[src/rtl/shift_operand_ctrl.sv]
// shift_operand_ctrl: resolves ARM operand-2 shift corner cases locally and sends ordinary 1..31 shifts to an external registered barrel shifter
module shift_operand_ctrl (
  input  logic        clk,
  input  logic        rst_n,
  input  logic        req_valid,
  output logic        req_ready,
  input  logic [31:0] req_rm,
  input  logic [1:0]  req_type,
  input  logic        req_is_reg,
  input  logic [4:0]  req_imm,
  input  logic [7:0]  req_rs_amt,
  input  logic        req_carry,
  output logic        out_valid,
  input  logic        out_ready,
  output logic [31:0] out_operand,
  output logic        out_carry,
  output logic [31:0] sh_shift_in,
  output logic [1:0]  sh_shift_type,
  output logic [4:0]  sh_shift_imm,
  output logic        sh_carry_in,
  input  logic [31:0] sh_operand,
  input  logic        sh_carry_out
);
  typedef enum logic [1:0] {IDLE, ISSUE, CAPTURE, DONE} state_t;
  state_t      state_q, state_d;
  logic [31:0] out_operand_q, out_operand_d;
  logic        out_carry_q, out_carry_d;
  logic [31:0] sh_shift_in_q, sh_shift_in_d;
  logic [1:0]  sh_shift_type_q, sh_shift_type_d;
  logic [4:0]  sh_shift_imm_q, sh_shift_imm_d;
  logic        sh_carry_in_q, sh_carry_in_d;
  logic        accept, is_local, amt_zero, amt_big;
  logic [31:0] loc_op;
  logic        loc_c;
  // Classify the request: cases the shifter cannot encode are resolved here
  always_comb begin
    accept   = req_valid && state_q == IDLE;
    amt_zero = req_rs_amt == 8'd0;
    amt_big  = |req_rs_amt[7:5];
    is_local = req_is_reg ? (amt_zero || (req_type == 2'b11 ? req_rs_amt[4:0] == 5'd0 : amt_big))
                          : (req_type == 2'b00 && req_imm == 5'd0);
    loc_op   = req_rm;
    loc_c    = req_carry;
    if (req_is_reg && !amt_zero) begin
      case (req_type)
        2'b00: begin loc_op = '0; loc_c = req_rs_amt == 8'd32 && req_rm[0]; end
        2'b01: begin loc_op = '0; loc_c = req_rs_amt == 8'd32 && req_rm[31]; end
        2'b10: begin loc_op = {32{req_rm[31]}}; loc_c = req_rm[31]; end
        default: begin loc_op = req_rm; loc_c = req_rm[31]; end
      endcase
    end
  end
  // State and datapath registers, synchronous active-low reset
  always_ff @(posedge clk) begin
    if (!rst_n) begin
      state_q         <= IDLE;
      out_operand_q   <= '0;
      out_carry_q     <= 1'b0;
      sh_shift_in_q   <= '0;
      sh_shift_type_q <= '0;
      sh_shift_imm_q  <= '0;
      sh_carry_in_q   <= 1'b0;
    end else begin
      state_q         <= state_d;
      out_operand_q   <= out_operand_d;
      out_carry_q     <= out_carry_d;
      sh_shift_in_q   <= sh_shift_in_d;
      sh_shift_type_q <= sh_shift_type_d;
      sh_shift_imm_q  <= sh_shift_imm_d;
      sh_carry_in_q   <= sh_carry_in_d;
    end
  end
  // Next state: local results skip straight to DONE, others go through the shifter
  always_comb begin
    state_d = state_q;
    case (state_q)
      IDLE:    state_d = accept ? (is_local ? DONE : ISSUE) : IDLE;
      ISSUE:   state_d = CAPTURE;
      CAPTURE: state_d = DONE;
      default: state_d = out_ready ? IDLE : DONE;
    endcase
  end
  // Datapath: load local result or shifter command on accept, sample shifter in CAPTURE
  always_comb begin
    out_operand_d   = out_operand_q;
    out_carry_d     = out_carry_q;
    sh_shift_in_d   = sh_shift_in_q;
    sh_shift_type_d = sh_shift_type_q;
    sh_shift_imm_d  = sh_shift_imm_q;
    sh_carry_in_d   = sh_carry_in_q;
    if (accept && is_local) begin
      out_operand_d = loc_op;
      out_carry_d   = loc_c;
    end
    if (accept && !is_local) begin
      sh_shift_in_d   = req_rm;
      sh_shift_type_d = req_type;
      sh_shift_imm_d  = req_is_reg ? req_rs_amt[4:0] : req_imm;
      sh_carry_in_d   = req_carry;
    end
    if (state_q == CAPTURE) begin
      out_operand_d = sh_operand;
      out_carry_d   = sh_carry_out;
    end
  end
  // Outputs decoded from state and registers
  always_comb begin
    req_ready     = state_q == IDLE;
    out_valid     = state_q == DONE;
    out_operand   = out_operand_q;
    out_carry     = out_carry_q;
    sh_shift_in   = sh_shift_in_q;
    sh_shift_type = sh_shift_type_q;
    sh_shift_imm  = sh_shift_imm_q;
    sh_carry_in   = sh_carry_in_q;
  end
endmodule

[config.mk]
export PLATFORM = sky130hd
export DESIGN_NAME = shift_operand_ctrl
export DESIGN_NICKNAME = d
export VERILOG_FILES = /design/src/rtl/shift_operand_ctrl.sv
export SDC_FILE = /design/constraint.sdc
export NUM_CORES = 1
export LEC_CHECK = 0
export BUFFER_PORTS_ARGS = -buffer_cell sky130_fd_sc_hd__buf_2
export CAP_MARGIN = 10
export CELL_PAD_IN_SITES_DETAIL_PLACEMENT = 1
export CELL_PAD_IN_SITES_GLOBAL_PLACEMENT = 1
export CORE_UTILIZATION = 35
export CTS_CLUSTER_SIZE = 40
export DETAILED_ROUTE_END_ITERATION = 7
export PLACE_DENSITY = 0.83
export SLEW_MARGIN = 25
export SYNTH_ARGS = -nofsm -noshare
export SYNTH_HDL_FRONTEND = slang
export SYNTH_SLANG_ARGS = --single-unit
[constraint.sdc]
create_clock -name clk -period 3.7 [get_ports clk]
set_input_delay 0.555 -clock clk [delete_from_list [all_inputs] [get_ports clk]]
set_output_delay 0.555 -clock clk [all_outputs]
set_load 0.02 [all_outputs]
==> results.md <==
- Status: finished clean
- Ant diodes: 0
- R2r setup slk: 1.53 ns
- Top achievable clock speed: 434 MHz
- Pre-CTS WS: 1.04 ns
- Iteration-0 DRC Markers: 115
- DRC Markers: 0
- Setup slack after layout: 1.40 ns
- # IOs: 161
- Number of global-route vias before repair: 3874
- Sw Share: 44.9%
- Routed vias/inst: 5.53
- Share of cells above drive strength 1: 35.9%
- RSZ-0062 raised after global routing: no
- Hold-fix buffers, CTS: 0
- Port buffer count: 160
- Skew final: 0.0137 ns
- TritonRoute pass-1 iters: 4
- Synthesis-stage register bit count: 75
- CTS tree: done
- Dpl cells: 665
- CTS Root Cell: clkbuf_8
- DP HPWL: 9170 um
- Final Hold Viols: 0
- Startpoint Class: input port
- Die height: 101 um
- Worst-margin pin slew: 1.04 ns
- Post-Syn Instances: 409
- Total internal power: 0.00178 W
- CP bufs+invs: 2
- Setup crit end kind: flop
- Clock Sinks: 75
- Hold Crit Class: input port to flop
- Area growth, synth to finish: 29.9%
- Tmin final: 2.30 ns
- Most common cell in the netlist: dfxtp_1
- Clock share of power: 18.7%
- Crit-path max FO: 42
- Leak: 1.92 nW
- Max-slew violations: 0
- Initial Utilization: 36.4%
- VDD IR max: 0.204 mV
- Seq/Total Area, Yosys: 44.2%
- Placer Congestion: 0.761
- Worst path max stage delay: 0.45 ns
- Post-synth top area share: 44.2%
- Post-CTS Setup Bufs: 0
- Top cells by count, synth: dfxtp_1, o21ai_0, a21oi_1
- Req. time, crit path: 3.94 ns
- Synth Flop Type: dfxtp_1
- Fin Setup TNS: 0 ns
- Row count: 35
- Die W: 101 um
- Clock Path Buffers: 2
- Crit path kind: input port to flop
- Fillers: 1201
- H-Tree Depth: 3
- First-pass GRT wire length: 20200 um
- Via count: 3768
- Top cells by area, synth: dfxtp_1, o21ai_0, a311oi_1
- Clock Pin Slew Worst Setup and Hold Paths: 0.09 ns
- Mean routed wirelength per cell: 18.7 um
- Congestion Overflow GR: 0
- CP arrival: 2.55 ns
- Setup-failing EPs final: 0
- Switching Power: 0.00145 W
- Seq pwr share: 35.5%
- Largest net degree at the start of global routing: 43
- Combinational power share: 45.8%
- Core area: 9330 sq um
- Rel. slew slack: 30.6%
- Synthesized cell area: 3400 sq um
- Crit-path slowest cell: a21o_4
- Period utilization: 62.3%
- Tot GR Track Use: 25.9%
- Final antenna-violating net count: 0
- Power, Total: 0.00323 W
- Initial antenna violation count: 0
- Critical Path, Cell by Cell: buf_2 -> or3_1 -> a22oi_4 -> a21o_4 -> o21ai_2 -> buf_4 -> a311oi_1
- CTS Buf Count: 9
- Clock Latency Late Sink: 0.35 ns
- Post-Syn Area per Cell: 8.31 sq um
- Final wirelength: 12800 um
- Post-cts resize count: 0
- Share of synthesized registers carrying an async set or reset: 0%
- Power density over cell area: 732 nW/um^2
- Yosys top cell by area: dfxtp_1
- Synth Net Count: 498
- Number of synthesized flops with an enable pin: 0
- Synth unique cells: 38
- Cell family contributing the most delay on the critical path: compound AO/OA/AOI/OAI gates
- Final Non-Filler Cells: 681
- MaxCap Viol Count: 0
- Die Area: 10100 sq um
- Yosys Warn Count: 0
- Fin nets: 636
==> worst paths after layout <==
path,startpoint,endpoint,cells after the start
worst max-delay path,req_rs_amt[5],out_operand[1],7
worst min-delay path,req_rm[29],sh_shift_in[29],3
worst max register to register,state_q[0],sh_shift_type[1],6
worst min register to register,sh_shift_in[24],sh_shift_in[24],2
==> cells by family (layout without fill, tap and decap cells) <==
logic type / count (synthesis) / in the layout / share of synthesized area, %
muxes: 5 / 5 / 1.47
adders and majority gates: 3 / 3 / 1.11
buffers and inverters: 48 / 191 / 6.78
DFF: 75 / 75 / 44.2
and+or+nand+nor: 117 / 117 / 16.5
AOI/OAI and AO/OA: 161 / 161 / 29.9
==> power by group through the flow <==
stage / logic, W / clock network, W / registers (W)
global placement: 0.00142 / 0 / 0.00115
floorplan: 0.000743 / 0 / 0.00141
detailed placement: 0.00148 / 0 / 0.00117
global route: 0.00162 / 0.000654 / 0.00117
finish: 0.00148 / 0.000604 / 0.00115
CTS: 0.00148 / 0.000610 / 0.00115
==> layout by cell type (no fill, tap or decap), drive strengths merged <==
| cell type | n |
|---|---|
| o31a | 2 |
| a22oi | 2 |
| or3 | 1 |
| nor2b | 1 |
| inv | 7 |
| a21o | 1 |
| nor3b | 1 |
| buf | 170 |
| clkinvlp | 2 |
| nand2b | 1 |
| clkbuf | 10 |
| nor3 | 34 |
| nor2 | 5 |
| a21oi | 45 |
| nand3 | 36 |
| and2 | 1 |
| nand2 | 36 |
| o21ai | 69 |
| dfxtp | 75 |
| a211oi | 6 |
| nor4 | 1 |
| a311oi | 31 |
| ha | 3 |
| a32o | 1 |
| mux2i | 5 |
| clkinv | 2 |
| o21a | 1 |
| a31oi | 2 |
| o221ai | 1 |
==> routing by layer <==
layer	vias up	share of wire, %	global-route usage, %
li1	1788	-	-
met1	1844	43	31.8
met2	113	50	44.8
met3	23	4.9	4.72
met4	0	2.2	10.0
met5	-	0	0
==> worst register-to-register path, cell delays in order (launching register included) <==
cell,delay (ns)
dfxtp_1,0.32
inv_1,0.08
ha_1,0.21
and2_1,0.84
buf_4,0.40
nand3_1,0.11
a21oi_1,0.15
==> registers in the layout, indices dropped and copies added (netlist names) <==
register       cells
out_carry          1
out_operand       32
sh_carry_in        1
sh_shift_imm       5
sh_shift_in       32
sh_shift_type      2
state_q            2
==> final cells by class <==
cell class / count / area, sq um / share of cell area [%]
clock buffers: 10 / 138 / 3.12
clock inverters: 6 / 46.3 / 1.05
inverters: 5 / 18.8 / 0.425
multi-input cells: 286 / 1670 / 37.9
flip-flops and latches: 75 / 1500 / 34.0
well taps: 129 / 161 / 3.66
repair buffers: 170 / 876 / 19.8
==> metrics by stage <==
step           hold slack [ns]  area, sq um  util (%)
3_5_place_dp             0.468         4230      45.3
6_report                 0.460         4410      47.3
3_3_place_gp             0.459         4230      45.3
4_1_cts                  0.456         4410      47.3
5_1_grt                  0.464         4410      47.3
2_1_floorplan            0.554         3400         -
No activity file was read; power rests on OpenSTA's default activity.
